[config.mk]
export PLATFORM = sky130hd
export DESIGN_NAME = brush_engine
export DESIGN_NICKNAME = d
export VERILOG_FILES = /design/src/rtl/paint_pkg.sv /design/src/rtl/rect_scanner.sv /design/src/rtl/brush_engine.sv
export SDC_FILE = /design/constraint.sdc
export NUM_CORES = 1
export LEC_CHECK = 0
export BUFFER_PORTS_ARGS = -buffer_cell sky130_fd_sc_hd__buf_2
export CORE_MARGIN = 2
export CORE_UTILIZATION = 65
export CTS_BUF_LIST = sky130_fd_sc_hd__clkbuf_16
export CTS_CLUSTER_SIZE = 14
export DETAILED_ROUTE_END_ITERATION = 12
export PLACE_DENSITY = 0.85
export SYNTH_ARGS = -nofsm -noshare
export SYNTH_HDL_FRONTEND = slang
export SYNTH_SLANG_ARGS = --single-unit
[constraint.sdc]
create_clock -name CLOCK_50 -period 13.7 [get_ports CLOCK_50]
set_input_delay 0.685 -clock CLOCK_50 [delete_from_list [all_inputs] [get_ports CLOCK_50]]
set_output_delay 0.685 -clock CLOCK_50 [all_outputs]
set_load 0.005 [all_outputs]
[src/rtl/paint_pkg.sv]
// Shared types and helpers for the brush/cursor paint datapath.
package paint_pkg;

    typedef enum logic [1:0] {
        IDLE  = 2'd0,
        PAINT = 2'd1,
        CLEAR = 2'd2
    } state_t;

    typedef enum logic [1:0] {
        DIR_NONE = 2'b00,
        DIR_NEG  = 2'b01,
        DIR_POS  = 2'b10
    } dir_t;

    // Active-low button pair to an axis direction; both or neither pressed cancel out.
    function automatic dir_t axis_dir(input logic neg_n, input logic pos_n);
        dir_t d;
        d = DIR_NONE;
        if (!neg_n && pos_n)
            d = DIR_NEG;
        else if (neg_n && !pos_n)
            d = DIR_POS;
        return d;
    endfunction

    function automatic int clamp(input int v, input int lo, input int hi);
        int r;
        r = v;
        if (v < lo)
            r = lo;
        else if (v > hi)
            r = hi;
        return r;
    endfunction

endpackage

[src/rtl/rect_scanner.sv]
// Row-major rectangle walker, one coordinate per cycle; shared by brush paint and buffer clear.
module rect_scanner #(
    parameter int COORD_W = 11
) (
    input  logic               CLOCK_50,
    input  logic               reset,
    input  logic               start,
    input  logic               abort,
    input  logic [COORD_W-1:0] base_x,
    input  logic [COORD_W-1:0] base_y,
    input  logic [COORD_W-1:0] width,
    input  logic [COORD_W-1:0] height,
    output logic [COORD_W-1:0] x,
    output logic [COORD_W-1:0] y,
    output logic               valid,
    output logic               done
);

    logic [COORD_W-1:0] x0;
    logic [COORD_W-1:0] y0;
    logic [COORD_W-1:0] x_last;
    logic [COORD_W-1:0] y_last;

    assign x_last = x0 + width - 1'b1;
    assign y_last = y0 + height - 1'b1;
    assign done   = valid && (x == x_last) && (y == y_last);

    // Comes out of reset already scanning from (0,0): the owner starts in CLEAR.
    always_ff @(posedge CLOCK_50 or negedge reset) begin
        if (!reset) begin
            valid <= 1'b1;
            x     <= '0;
            y     <= '0;
            x0    <= '0;
            y0    <= '0;
        end else if (start) begin
            valid <= 1'b1;
            x     <= base_x;
            y     <= base_y;
            x0    <= base_x;
            y0    <= base_y;
        end else if (abort || done) begin
            valid <= 1'b0;
        end else if (valid) begin
            if (x == x_last) begin
                x <= x0;
                y <= y + 1'b1;
            end else begin
                x <= x + 1'b1;
            end
        end
    end

endmodule

[src/rtl/brush_engine.sv]
// Cursor movement with hold-acceleration plus brush paint / full clear write-address generation.
module brush_engine
    import paint_pkg::*;
#(
    parameter int W_RES      = 640,
    parameter int H_RES      = 480,
    parameter int COORD_W    = 11,
    parameter int STEP       = 4,
    parameter int DIVISOR    = 2000000,
    parameter int SIZE_DEF   = 8,
    parameter int SIZE_MAX   = 16,
    parameter int SIZE_W     = 5,
    parameter int HOLD_TICKS = 8
) (
    input  logic               CLOCK_50,
    input  logic               reset,
    input  logic               up_n,
    input  logic               down_n,
    input  logic               left_n,
    input  logic               right_n,
    input  logic [SIZE_W-1:0]  brush_size,
    input  logic               paint_en,
    input  logic               clear_req,
    output logic [COORD_W-1:0] cursor_x,
    output logic [COORD_W-1:0] cursor_y,
    output logic [COORD_W-1:0] wr_x,
    output logic [COORD_W-1:0] wr_y,
    output logic               wr_en,
    output logic               wr_clear,
    output logic               busy
);

    localparam int SZ_WH  = (W_RES < H_RES) ? W_RES : H_RES;
    localparam int SZ_LIM = (SIZE_MAX < SZ_WH) ? SIZE_MAX : SZ_WH;
    localparam int TICK_W = (DIVISOR > 1) ? $clog2(DIVISOR) : 1;
    localparam int HOLD_W = $clog2(HOLD_TICKS + 1);

    state_t              state, state_n;
    logic [TICK_W-1:0]   tick_cnt;
    logic                tick;
    logic [SIZE_W-1:0]   size_q;
    logic [HOLD_W-1:0]   hold_q;
    dir_t                pdx, pdy, dx, dy;
    logic                moving, same, fast, take_tick, last_q;
    int                  size_n;
    logic signed [COORD_W:0] step_s, off_x, off_y, nx_s, ny_s;
    logic [COORD_W-1:0]  next_x, next_y;

    logic                scan_start, scan_abort, scan_valid, scan_done;
    logic [COORD_W-1:0]  scan_bx, scan_by, scan_w, scan_h, scan_x, scan_y;

    assign tick   = (tick_cnt == TICK_W'(DIVISOR - 1));
    assign dx     = axis_dir(left_n, right_n);
    assign dy     = axis_dir(up_n, down_n);
    assign moving = (dx != DIR_NONE) || (dy != DIR_NONE);
    assign same   = moving && (dx == pdx) && (dy == pdy);
    // Fast step only continues an unbroken run in the same direction.
    assign fast   = same && (hold_q >= HOLD_W'(HOLD_TICKS));
    assign busy   = (state != IDLE);

    always_comb begin
        size_n = clamp(int'(brush_size), 1, SZ_LIM);
        step_s = fast ? (COORD_W+1)'(4 * STEP) : (COORD_W+1)'(STEP);
        case (dx)
            DIR_NEG: off_x = -step_s;
            DIR_POS: off_x = step_s;
            default: off_x = '0;
        endcase
        case (dy)
            DIR_NEG: off_y = -step_s;
            DIR_POS: off_y = step_s;
            default: off_y = '0;
        endcase
        nx_s   = $signed({1'b0, cursor_x}) + off_x;
        ny_s   = $signed({1'b0, cursor_y}) + off_y;
        next_x = COORD_W'(clamp(int'(nx_s), 0, W_RES - size_n));
        next_y = COORD_W'(clamp(int'(ny_s), 0, H_RES - size_n));
    end

    always_comb begin
        state_n    = state;
        take_tick  = 1'b0;
        scan_start = 1'b0;
        scan_abort = 1'b0;
        scan_bx    = '0;
        scan_by    = '0;
        case (state)
            IDLE: begin
                if (clear_req) begin
                    state_n    = CLEAR;
                    scan_start = 1'b1;
                end else if (tick) begin
                    take_tick = 1'b1;
                    if (paint_en) begin
                        state_n    = PAINT;
                        scan_start = 1'b1;
                        scan_bx    = next_x;
                        scan_by    = next_y;
                    end
                end
            end
            PAINT: begin
                if (clear_req) begin
                    state_n    = CLEAR;
                    scan_start = 1'b1;
                    scan_abort = 1'b1;
                end else if (last_q) begin
                    state_n = IDLE;
                end
            end
            CLEAR: if (last_q) state_n = IDLE;
            default: state_n = IDLE;
        endcase
    end

    // Paint dimensions come from size_q, which updates on the same edge the scan starts.
    assign scan_w = (state == PAINT) ? COORD_W'(size_q) : COORD_W'(W_RES);
    assign scan_h = (state == PAINT) ? COORD_W'(size_q) : COORD_W'(H_RES);

    rect_scanner #(.COORD_W(COORD_W)) u_scan (
        .CLOCK_50 (CLOCK_50),
        .reset    (reset),
        .start    (scan_start),
        .abort    (scan_abort),
        .base_x   (scan_bx),
        .base_y   (scan_by),
        .width    (scan_w),
        .height   (scan_h),
        .x        (scan_x),
        .y        (scan_y),
        .valid    (scan_valid),
        .done     (scan_done)
    );

    always_ff @(posedge CLOCK_50 or negedge reset) begin
        if (!reset) begin
            state    <= CLEAR;
            tick_cnt <= '0;
            size_q   <= SIZE_W'(SIZE_DEF);
            hold_q   <= '0;
            pdx      <= DIR_NONE;
            pdy      <= DIR_NONE;
            cursor_x <= COORD_W'(W_RES / 2 - SIZE_DEF / 2);
            cursor_y <= COORD_W'(H_RES / 2 - SIZE_DEF / 2);
            wr_x     <= '0;
            wr_y     <= '0;
            wr_en    <= 1'b0;
            wr_clear <= 1'b0;
            last_q   <= 1'b0;
        end else begin
            state    <= state_n;
            tick_cnt <= tick ? '0 : tick_cnt + 1'b1;
            // The write stage trails the scanner by one cycle; last_q marks the final write.
            wr_x     <= scan_x;
            wr_y     <= scan_y;
            wr_en    <= scan_valid && !scan_abort;
            wr_clear <= scan_valid && (state == CLEAR);
            last_q   <= scan_done && !scan_abort;
            if (take_tick) begin
                size_q   <= SIZE_W'(size_n);
                cursor_x <= next_x;
                cursor_y <= next_y;
                pdx      <= dx;
                pdy      <= dy;
                if (!moving)
                    hold_q <= '0;
                else if (!same)
                    hold_q <= HOLD_W'(1);
                else if (hold_q != HOLD_W'(HOLD_TICKS))
                    hold_q <= hold_q + 1'b1;
            end
        end
    end

endmodule

== Word-level counts from Yosys, hierarchy flattened ==
Index checks and enable logic that the tools add are counted.
W data, S select, Z words.

* Bits in registers: 128
* Bits of input ports: 13
* Output and inout bits: 47
* Logic and storage cells: 136

* Add/subtract/negate cells: 13
* Order comparisons: 7
* Equal/unequal tests: 16
* Muxes and demuxes: 52
* Reductions and logical operators: 30

{| class="wikitable"
|+ Operators with widths
! cell !! count
|-
| $mux W11 || 20
|-
| $pmux W12 S2 || 2
|-
| $add A12 B12 Y12 || 2
|-
| $lt A12 B1 Y1 const B || 2
|-
| $add A11 B1 Y11 const B || 2
|-
| $eq A11 B11 Y1 || 2
|-
| $sub A11 B1 Y11 const B || 2
|-
| $add A21 B1 Y21 const B || 1
|-
| $eq A21 B21 Y1 const B || 1
|-
| $mux W21 || 1
|-
| $mux W2 || 9
|-
| $mux W5 || 3
|-
| $gt A12 B10 Y1 || 1
|-
| $gt A12 B11 Y1 || 1
|-
| $logic_and A1 B1 Y1 || 12
|-
| $mux W4 || 3
|-
| $neg A5 Y12 || 1
|-
| $reduce_bool A2 Y1 || 6
|-
| $add A11 B10 Y11 || 1
|-
| $add A11 B9 Y11 || 1
|-
| $sub A10 B5 Y11 const A || 1
|-
| $mux W1 || 10
|-
| $mux W10 || 1
|-
| $sub A9 B5 Y10 const A || 1
|-
| 19 further kinds || 32
|}

== Depth between registers and ports, before layout ==
Gate-level depths: netlist (run 1).

* Depth in word-level cells: 21
* Depth in mapped cells: 26
* Depth with buffers taken out: 24

== By module ==
A second synthesis (run 1) with hierarchy kept.

* Cell total of the unflattened synthesis: 988
* Area total of the unflattened synthesis: 8833.5 µm²

{| class="wikitable"
|+ Modules (own cells, without submodules)
! module !! instances !! cells each !! area each (µm²) !! sequential area each (µm²)
|-
| brush_engine || 1 || 523 || 4908.5 || 2092.0
|-
| rect_scanner || 1 || 465 || 3925.0 || 1127.3
|}

== Least setup slack after synthesis (run 1) ==
OpenSTA, ideal clock, no wires.

* Kind: in2reg
* Start point: input port left_n
* End point: register u_scan.x[6]
* Setup time: 0.081 ns
* Data arrival time: 5.042 ns
* Required time: 13.619 ns
* Setup slack: 8.577 ns
* Cell stages on the path: 26
* Buffers on the path: 2
* Path through: inv_1 -> ha_1 -> xnor2_1 -> nand3_1 -> a211oi_1 -> and2_0 -> clkbuf_1 -> nand2b_1 -> inv_1 -> ha_1 -> a21oi_1 -> nand4b_1 -> nand2_1 -> nor2_1 -> xnor2_1 -> ha_1 -> nand4_1 -> nor2_1 -> a211oi_1 -> a211oi_1 -> o22ai_1 -> clkbuf_1 -> nor2_1 -> a21oi_1 -> nand2_1 -> a31oi_2

* Cells in the longest elaborated chain, start to end: 20
* Elaborated cells on any way between the ends: 26
* Those cells by class: 2 x add/sub; 2 x order compare; 3 x eq/ne; 11 x mux; 8 x reduce/logical

{| class="wikitable"
|+ RTL lines
! element !! line !! source
|-
| start, declared || brush_engine.sv:19 || <nowiki>input logic left_n,</nowiki>
|-
| $logic_not A1 Y1 (*) || paint_pkg.sv:20 || <nowiki>if (!neg_n && pos_n)</nowiki>
|-
| $logic_and A1 B1 Y1 (*) || paint_pkg.sv:20 ||
|-
| $mux W2 (*) || paint_pkg.sv:20 ||
|-
| net dx[0] || brush_engine.sv:43 || <nowiki>dir_t pdx, pdy, dx, dy;</nowiki>
|-
| $reduce_bool A2 Y1 || brush_engine.sv:55 || <nowiki>assign moving = (dx != DIR_NONE) || (dy != DIR_NONE);</nowiki>
|-
| $logic_or A1 B1 Y1 || brush_engine.sv:55 ||
|-
| $logic_and A1 B1 Y1 (2 in a row) || brush_engine.sv:56 || <nowiki>assign same = moving && (dx == pdx) && (dy == pdy);</nowiki>
|-
| $logic_and A1 B1 Y1 || brush_engine.sv:58 || <nowiki>assign fast = same && (hold_q >= HOLD_W'(HOLD_TICKS));</nowiki>
|-
| [4 not listed] || - ||
|-
| $gt A12 B11 Y1 || paint_pkg.sv:32 || <nowiki>else if (v > hi)</nowiki>
|-
| $mux W11 || paint_pkg.sv:32 ||
|-
| $mux W11 (*) || paint_pkg.sv:30 || <nowiki>if (v < lo)</nowiki>
|-
| $mux W11 (*) || brush_engine.sv:94 || <nowiki>if (paint_en) begin</nowiki>
|-
| $mux W11 (*) || brush_engine.sv:92 || <nowiki>end else if (tick) begin</nowiki>
|-
| $mux W11 (*) || brush_engine.sv:89 || <nowiki>if (clear_req) begin</nowiki>
|-
| $mux W11 (*) || brush_engine.sv:87 || <nowiki>case (state)</nowiki>
|-
| $mux W11 (*) || rect_scanner.sv:36 || <nowiki>end else if (start) begin</nowiki>
|-
| end signal, assigned || rect_scanner.sv:38 || <nowiki>x <= base_x;</nowiki>
|-
| end signal, assigned || rect_scanner.sv:49 || <nowiki>x <= x + 1'b1;</nowiki>
|-
| end, declared || rect_scanner.sv:13 || <nowiki>output logic [COORD_W-1:0] x,</nowiki>
|}

Mark *: on every way through the listed nets, which the timed path passes. The rest lies on a longest branch.
A chain may end at the register's enable or synchronous reset.

== Final worst setup path (run 1) ==
* Start point: input port left_n
* End point: register u_scan.x0[3]

* Cells in the longest elaborated chain, start to end: 19
* Elaborated cells on any way between the ends: 25
* Those cells by class: 2 x add/sub; 2 x order compare; 3 x eq/ne; 10 x mux; 8 x reduce/logical

{| class="wikitable"
|+ RTL lines
! element !! line !! source
|-
| $logic_not A1 Y1 (*) || paint_pkg.sv:20 ||
|-
| $logic_and A1 B1 Y1 (*) || paint_pkg.sv:20 ||
|-
| $mux W2 (*) || paint_pkg.sv:20 ||
|-
| net dx[0] || brush_engine.sv:43 ||
|-
| $reduce_bool A2 Y1 || brush_engine.sv:55 ||
|-
| $logic_or A1 B1 Y1 || brush_engine.sv:55 ||
|-
| $logic_and A1 B1 Y1 (2 in a row) || brush_engine.sv:56 ||
|-
| $logic_and A1 B1 Y1 || brush_engine.sv:58 ||
|-
| [3 not listed] || - ||
|-
| $add A12 B12 Y12 (*) || brush_engine.sv:74 || <nowiki>nx_s = $signed({1'b0, cursor_x}) + off_x;</nowiki>
|-
| $gt A12 B11 Y1 || paint_pkg.sv:32 ||
|-
| $mux W11 || paint_pkg.sv:32 ||
|-
| $mux W11 (*) || paint_pkg.sv:30 ||
|-
| $mux W11 (*) || brush_engine.sv:94 ||
|-
| $mux W11 (*) || brush_engine.sv:92 ||
|-
| $mux W11 (*) || brush_engine.sv:89 ||
|-
| $mux W11 (*) || brush_engine.sv:87 ||
|-
| end signal, assigned || rect_scanner.sv:40 || <nowiki>x0 <= base_x;</nowiki>
|-
| end, declared || rect_scanner.sv:19 || <nowiki>logic [COORD_W-1:0] x0;</nowiki>
|}

Marks and branches as above.

==> flow_metrics.py, run 1 <==
metrics = {
    "status": {
        "status": "finished, final reports clean",
    },
    "clock_tree": {
        "clock_path_buffers": 2,
        "clk_pin_slew_ps": 60,
        "cts_tree": "built",
        "numCtsBuffers": 17,
        "clock-sinks": 128,
        "postCtsSetupRepairBufs": 0,
        "htree_levels": 4,
        "clock-root-buffer": "clkbuf_16",
        "cts_hold_buf": 0,
        "cts_resized": 0,
        "worstSkewPairLatency_ps": 430,
    },
    "final_layout": {
        "n_fill_cell": 965,
        "multiInputGateArea_um2": 5050,
        "finish.utilization_pct": 74.3,
        "layout.area.seq_um2": 3220,
        "nets": 1129,
        "diodes": 0,
        "syn_to_final_growth_pct": 12.3,
        "drive_above_1_share_pct": 12.6,
        "stdcell_area_um2": 9800,
    },
    "logic_synthesis": {
        "synth_top_family_by_area": "simple AND/OR/NAND/NOR gates",
        "yosysTopAreaCell": "dfrtp_1",
        "synth_cell_types": 79,
        "synth_area_leaders": "dfrtp_1, ha_1, nand2_1",
        "synthesis.area_um2": 8730,
        "muxShareOfSynthArea_pct": 2.59,
        "synth-edff-count": 0,
        "synth-xor-area-share_pct": 7.14,
        "synthAdderAreaFrac_pct": 12.1,
        "avgSynthCellArea_um2": 8.95,
        "synth-simple-area-share_pct": 20.1,
        "yosysTopAreaCellShare_pct": 33.0,
        "yosysWarnings": 0,
        "ys_ff_latch": 128,
        "synthFlopType": "dfrtp_1",
        "netlist_top_cells_count": "nand2_1, dfrtp_1, inv_1",
        "async_reset_ff_share_pct": 100,
        "yosysMostFrequentCell": "nand2_1",
        "ys_seq_area_share_pct": 36.9,
        "synthCells": 975,
        "synth_compound_area_share_pct": 15.8,
    },
    "grt": {
        "grt_overflow": 0,
        "grt_pass1_vias": 7303,
        "grt_pass1_wl_mm": 35.3,
        "grt_max_degree": 67,
        "grt.total_usage_pct": 31.1,
        "antenna_found_initial": 0,
    },
    "place": {
        "port_buffers": 59,
        "dp_hpwl_mm": 15.1,
        "gp_congestion": 0.907,
        "place_ws_ps": 8050,
        "post_dp_cell_area_um2": 9180,
    },
    "drt": {
        "totalWireLength_mm": 21.1,
        "drtAntennaViolNets": 0,
        "vias_per_cell": 6.09,
        "first_pass_iters": 6,
        "post-route-drc-count": 0,
        "drtIter0Drc": 896,
        "wl_per_cell_um": 17.3,
        "vias": 7444,
    },
    "sta": {
        "skew_ps": 6.71,
        "setup_ws_ps": 8280,
        "hold_slack_ps": 345,
        "fin_setup_tns_ps": 0,
        "finalCritPeriodShare_pct": 39.6,
        "slew_headroom_pct": 26.7,
        "clock.fmax_ghz": 0.184,
        "fin_crit_ps": 5420,
        "worstMarginPinSlew_ps": 1100,
        "slew_violations": 0,
        "rsz0062_at_grt": "false",
        "finalSetupViolations": 0,
        "finalHoldViolCount": 0,
    },
    "floorplanning": {
        "ios": 60,
        "chipHeight_um": 120,
        "core-area_um2": 13200,
        "num_rows": 42,
        "start_util_pct": 66.2,
        "fp.dieArea_um2": 14400,
        "die_x_um": 120,
    },
    "worst_setup_path": {
        "r2r_end": "u_scan.x0[3]$_DFFE_PN0P_",
        "crit_family": "compound AO/OA/AOI/OAI gates",
        "path_cells": "buf_2 > inv_1 > ha_1 > xnor2_1 > nand3_1 > a211oi_1 > and2_0 > nand2b_1 > inv_1 > ha_1 > a21oi_1 > nand4b_1 > nand2_1 > nor2_1 > xnor2_1 > ha_1 > nand4_1 > nor2_1 > a211oi_1 > a211oi_1 > o21a_1 > o311ai_0 > o21ai_0",
        "crit_type": "in -> reg",
        "cp_slowest_cell": "o311ai_0",
        "start_kind": "input port",
        "cpPeakStageDelay_ps": 620,
        "crit_path_end_kind": "register",
        "reg2reg_depth": 20,
        "crit_buf_inv": 3,
        "r2r-start": "pdy[0]$_DFFE_PN0P_",
        "r2r_slack_ps": 8770,
        "cp.required_ps": 13970,
        "path_max_fanout": 12,
        "worstPathArrival_ps": 5690,
    },
    "flow_run": {
        "cap_violations": 0,
    },
    "power_and_ir_drop": {
        "ir_worst_vdd_v": 0.0000949,
        "leakage_nw": 4.85,
        "power.density_nw_per_um2": 129,
    },
    "worst_hold_path": {
        "min_path_type": "in -> async",
    },
}
==> per-layer routing <==
metal | wire length (um) | track usage (%) | vias up
met3 | 1560 | 5.94 | 45
met4 | 513 | 12.6 | 0
met5 | 0 | 0 | -
li1 | - | - | 3541
met1 | 8750 | 40.8 | 3571
met2 | 10300 | 51.0 | 287
==> registers in the layout, summed over array words and instances, names as in the netlist, 4 cells and up <==
signal,flops
u_scan.y,11
hold_q,4
u_scan.x,11
cursor_x,11
u_scan.x0,11
size_q,5
tick_cnt,21
wr_x,11
wr_y,11
cursor_y,11
u_scan.y0,11
==> worst max-delay path by stage <==
stage | end | slack (ps) | startpoint | cells after the start
2_1_floorplan | u_scan.x[6]$_DFFE_PN0P_ | 8580 | left_n | 26
3_3_place_gp | u_scan.x[0]$_DFFE_PN0P_ | 8130 | left_n | 26
3_5_place_dp | u_scan.y[2]$_DFFE_PN0P_ | 8050 | up_n | 19
4_1_cts | u_scan.x0[3]$_DFFE_PN0P_ | 8310 | up_n | 23
5_1_grt | u_scan.x[0]$_DFFE_PN0P_ | 7810 | up_n | 25
6_report | u_scan.x0[3]$_DFFE_PN0P_ | 8280 | left_n | 23
==> report_power, final <==
group | total, mW | switching [mW] | internal, mW | leakage (nW)
combinational | 0.305 | 0.165 | 0.140 | 2.94
sequential | 0.475 | 0.0517 | 0.424 | 1.62
clock | 0.480 | 0.177 | 0.303 | 0.295
==> area by class of cell <==
class / instances / area share [%]
multi-input combinational: 728 / 51.5
sequential: 128 / 32.8
clock buffer: 17 / 4.34
inverter: 94 / 3.60
timing repair buffer: 65 / 3.50
tap: 176 / 2.25
clock inverter: 15 / 1.95
==> per-stage QoR <==
step	power, mW	cells
global placement	0.769	1191
floorplan	0.692	976
CTS	1.26	1223
finish	1.26	1223
global route	1.32	1223
detailed placement	0.780	1191
==> cells by family (layout without fill, tap and decap cells) <==
kind of cell    count (synthesis)  after routing
fa+ha+maj                      82             82
other cells                     2              3
buf+inv                       120            191
xor+xnor                       68             68
simple gates                  350            350
compound gates                203            203
mux                            22             22
flops                         128            128
==> worst reg2reg max path, stage by stage, from the launching register on <==
cell	delay, ps
dfrtp_1	380
xnor2_1	180
nand3_1	100
a211oi_1	530
and2_0	420
nand2b_1	210
inv_1	60
ha_1	300
a21oi_1	170
nand4b_1	170
nand2_1	70
nor2_1	120
xnor2_1	200
ha_1	310
nand4_1	120
nor2_1	70
a211oi_1	230
a211oi_1	100
o21a_1	230
o311ai_0	620
o21ai_0	200
==> cells in the final DEF, fill, tap and decap left out, types with 5 or more instances in the layout <==
master,n
xnor2_1,39
buf_2,58
buf_4,7
o22ai_1,6
and3_1,13
a21oi_1,36
o21ai_1,7
and2_1,11
o21ai_0,53
nand4_1,15
nor3_1,27
and4_1,5
nand2_1,121
dfrtp_1,115
dfstp_2,13
o211ai_1,7
ha_1,78
or3_1,5
nand2b_1,9
mux2i_1,17
a211oi_1,10
a21o_1,14
o31ai_1,6
inv_1,94
nand3_1,41
a31oi_1,7
clkbuf_16,17
xor2_1,27
o22a_1,5
o21a_1,10
nor2_1,68
nor2b_1,9
(Power assumes the default switching activity.)
==> inputs of run 2 (changes only) <==
Settings changed: CORE_UTILIZATION 65 to 62, PLACE_DENSITY 0.85 to 0.81.
Clock period 13.7 ns to 5.2 ns, I/O delays scaled along.
==> flow_metrics.py, run 2 (synthesis gave the netlist of run 1 again) <==
metrics = {
    "clock_tree": {
        "cts_tree": "built",
        "clk_pin_slew_ps": 60,
        "clock-sinks": 128,
        "clock_path_buffers": 2,
        "clock-root-buffer": "clkbuf_16",
        "postCtsSetupRepairBufs": 0,
        "worstSkewPairLatency_ps": 420,
        "htree_levels": 4,
        "numCtsBuffers": 17,
    },
    "drt": {
        "totalWireLength_mm": 21.1,
        "routed.top_layer": "met4",
        "dr_wl_met2_mm": 10.3,
        "vias": 7413,
        "first_pass_iters": 5,
        "drtIter0Drc": 635,
        "wl_per_cell_um": 17.1,
        "wl_met3_mm": 1.30,
        "wl_met1_mm": 9.14,
        "drtAntennaViolNets": 0,
        "vias_per_cell": 6.00,
        "post-route-drc-count": 0,
    },
    "floorplanning": {
        "fp.dieArea_um2": 15000,
        "ios": 60,
        "chipHeight_um": 123,
        "start_util_pct": 63.1,
        "num_rows": 43,
        "die_x_um": 123,
        "core-area_um2": 13800,
    },
    "power_and_ir_drop": {
        "p_sw_mw": 1.00,
        "p_sw_share_pct": 32.0,
        "pwr-share-comb_pct": 25.8,
        "ir_worst_vdd_v": 0.000246,
        "p_seq_share_pct": 40.1,
        "power.density_nw_per_um2": 319,
        "leakage_nw": 4.88,
        "clkPwrFrac_pct": 34.0,
        "p_int_mw": 2.13,
    },
    "sta": {
        "finalCritPeriodShare_pct": 88.8,
        "fin_setup_tns_ps": 0,
        "skew_ps": 7.08,
        "slew_violations": 0,
        "finalHoldViolCount": 0,
        "fin_crit_ps": 4620,
        "slew_headroom_pct": 36.7,
        "finalSetupViolations": 0,
        "hold_slack_ps": 76.6,
        "clock.fmax_ghz": 0.216,
        "worstMarginPinSlew_ps": 944,
        "rsz0062_at_grt": "false",
    },
    "final_layout": {
        "nets": 1138,
        "diodes": 0,
        "drive_above_1_share_pct": 12.7,
        "layout.cells.most_common": "nand2_1",
        "largest_register_ffs": 21,
        "layout_common_cells": "nand2_1, dfrtp_1, inv_1",
        "syn_to_final_growth_pct": 12.1,
        "n_fill_cell": 1085,
        "regMostFlops": "tick_cnt",
    },
    "grt": {
        "grt.total_usage_pct": 29.6,
        "grt_max_degree": 68,
        "grt_pass1_vias": 7097,
        "grt_pass1_wl_mm": 34.8,
        "grt_overflow": 0,
        "antenna_found_initial": 0,
    },
    "worst_setup_path": {
        "worstPathArrival_ps": 4920,
        "crit_path_end_kind": "register",
        "cp.required_ps": 5500,
        "crit_type": "reg -> reg",
        "start_kind": "register",
        "path_max_fanout": 6,
    },
    "worst_hold_path": {
        "min_path_type": "in -> reg",
    },
    "place": {
        "port_buffers": 59,
        "dp_hpwl_mm": 14.9,
        "gp_congestion": 0.885,
    },
    "flow_run": {
        "cap_violations": 0,
    },
    "status": {
        "status": "finished, final reports clean",
    },
}
[run 2: cell count changes in the layout (fill, tap and decap cells not counted)]
cell,previous run,this run
clkinv_1,2,3
clkinv_4,1,0
inv_6,2,0
o22ai_2,0,1
buf_4,7,14
dlygate4sd3_1,0,1
bufinv_16,4,1
inv_1,94,100
o22ai_1,6,5
buf_6,0,1
clkinvlp_4,3,2
[run 2: layout make-up]
cell class	count	area, um2	share of cell area, %
Multi-Input combinational cell	728	5050	51.6
Sequential cell	128	3220	32.9
Clock buffer	17	425	4.35
Timing Repair Buffer	74	417	4.26
Inverter	94	353	3.60
Tap cell	180	225	2.30
Clock inverter	15	93.8	0.959
[run 2: worst paths after layout]
| kind | start | end | slack, ps | depth (start not counted) |
|---|---|---|---|---|
| setup / recovery | state[0]$_DFFE_PN0P_ | u_scan.y[5]$_DFFE_PN0P_ | 580 | 14 |
| hold / removal | brush_size[3] | size_q[3]$_DFFE_PN1P_ | 80 | 3 |
| setup reg to reg | state[0]$_DFFE_PN0P_ | u_scan.y[5]$_DFFE_PN0P_ | 580 | 14 |
| hold reg to reg | last_q$_DFF_PN0_ | state[1]$_DFFE_PN1P_ | 410 | 1 |
| max in group asynchronous | reset | cursor_x[10]$_DFFE_PN0P_ | 3550 | 3 |
| min in group asynchronous | reset | tick_cnt[3]$_DFF_PN0_ | 380 | 2 |
[run 2: worst max-delay path, cell delays in order (launching register included)]
cell	delay (ps)
dfrtp_1	370
inv_1	100
nor2_1	360
nand2_1	230
ha_1	340
inv_1	50
ha_1	220
a2111oi_0	580
o21ai_1	300
a211o_1	370
o21ai_0	150
o2111ai_1	200
a211oi_1	780
a31oi_1	220
o22a_1	240
[run 2: what timing repair did]
action,4_1_cts,5_1_grt
endpoints found under the setup margin,0,6
hold endpoints to repair,59,0
hold buffers,1,0
resized for setup,0,1
[run 2: layer usage]
layer	global-route usage [%]	up-vias
li1	-	3545
met1	39.0	3595
met2	48.8	240
met3	6.69	33
met4	8.69	0
met5	0	-
[run 2: power groups by stage]
stage / combinational (mW) / clock [mW] / sequential [mW]
final: 0.808 / 1.06 / 1.25
after global placement: 0.768 / 0 / 1.26
after detailed placement: 0.785 / 0 / 1.27
after global routing: 0.904 / 1.12 / 1.27
after CTS: 0.804 / 1.07 / 1.25
after floorplan: 0.599 / 0 / 1.23
[run 2: per-stage QoR]
step / util (%) / instance area [um2] / total power [mW] / std cells / setup slack, ps
5_1_grt: 70.8 / 9790 / 3.29 / 1236 / 283
3_5_place_dp: 66.9 / 9250 / 2.05 / 1203 / 219
4_1_cts: 70.7 / 9780 / 3.12 / 1236 / 400
6_report: 70.8 / 9790 / 3.13 / 1236 / 581
3_3_place_gp: 66.9 / 9250 / 2.03 / 1203 / 364
2_1_floorplan: - / 8730 / 1.82 / 976 / 502
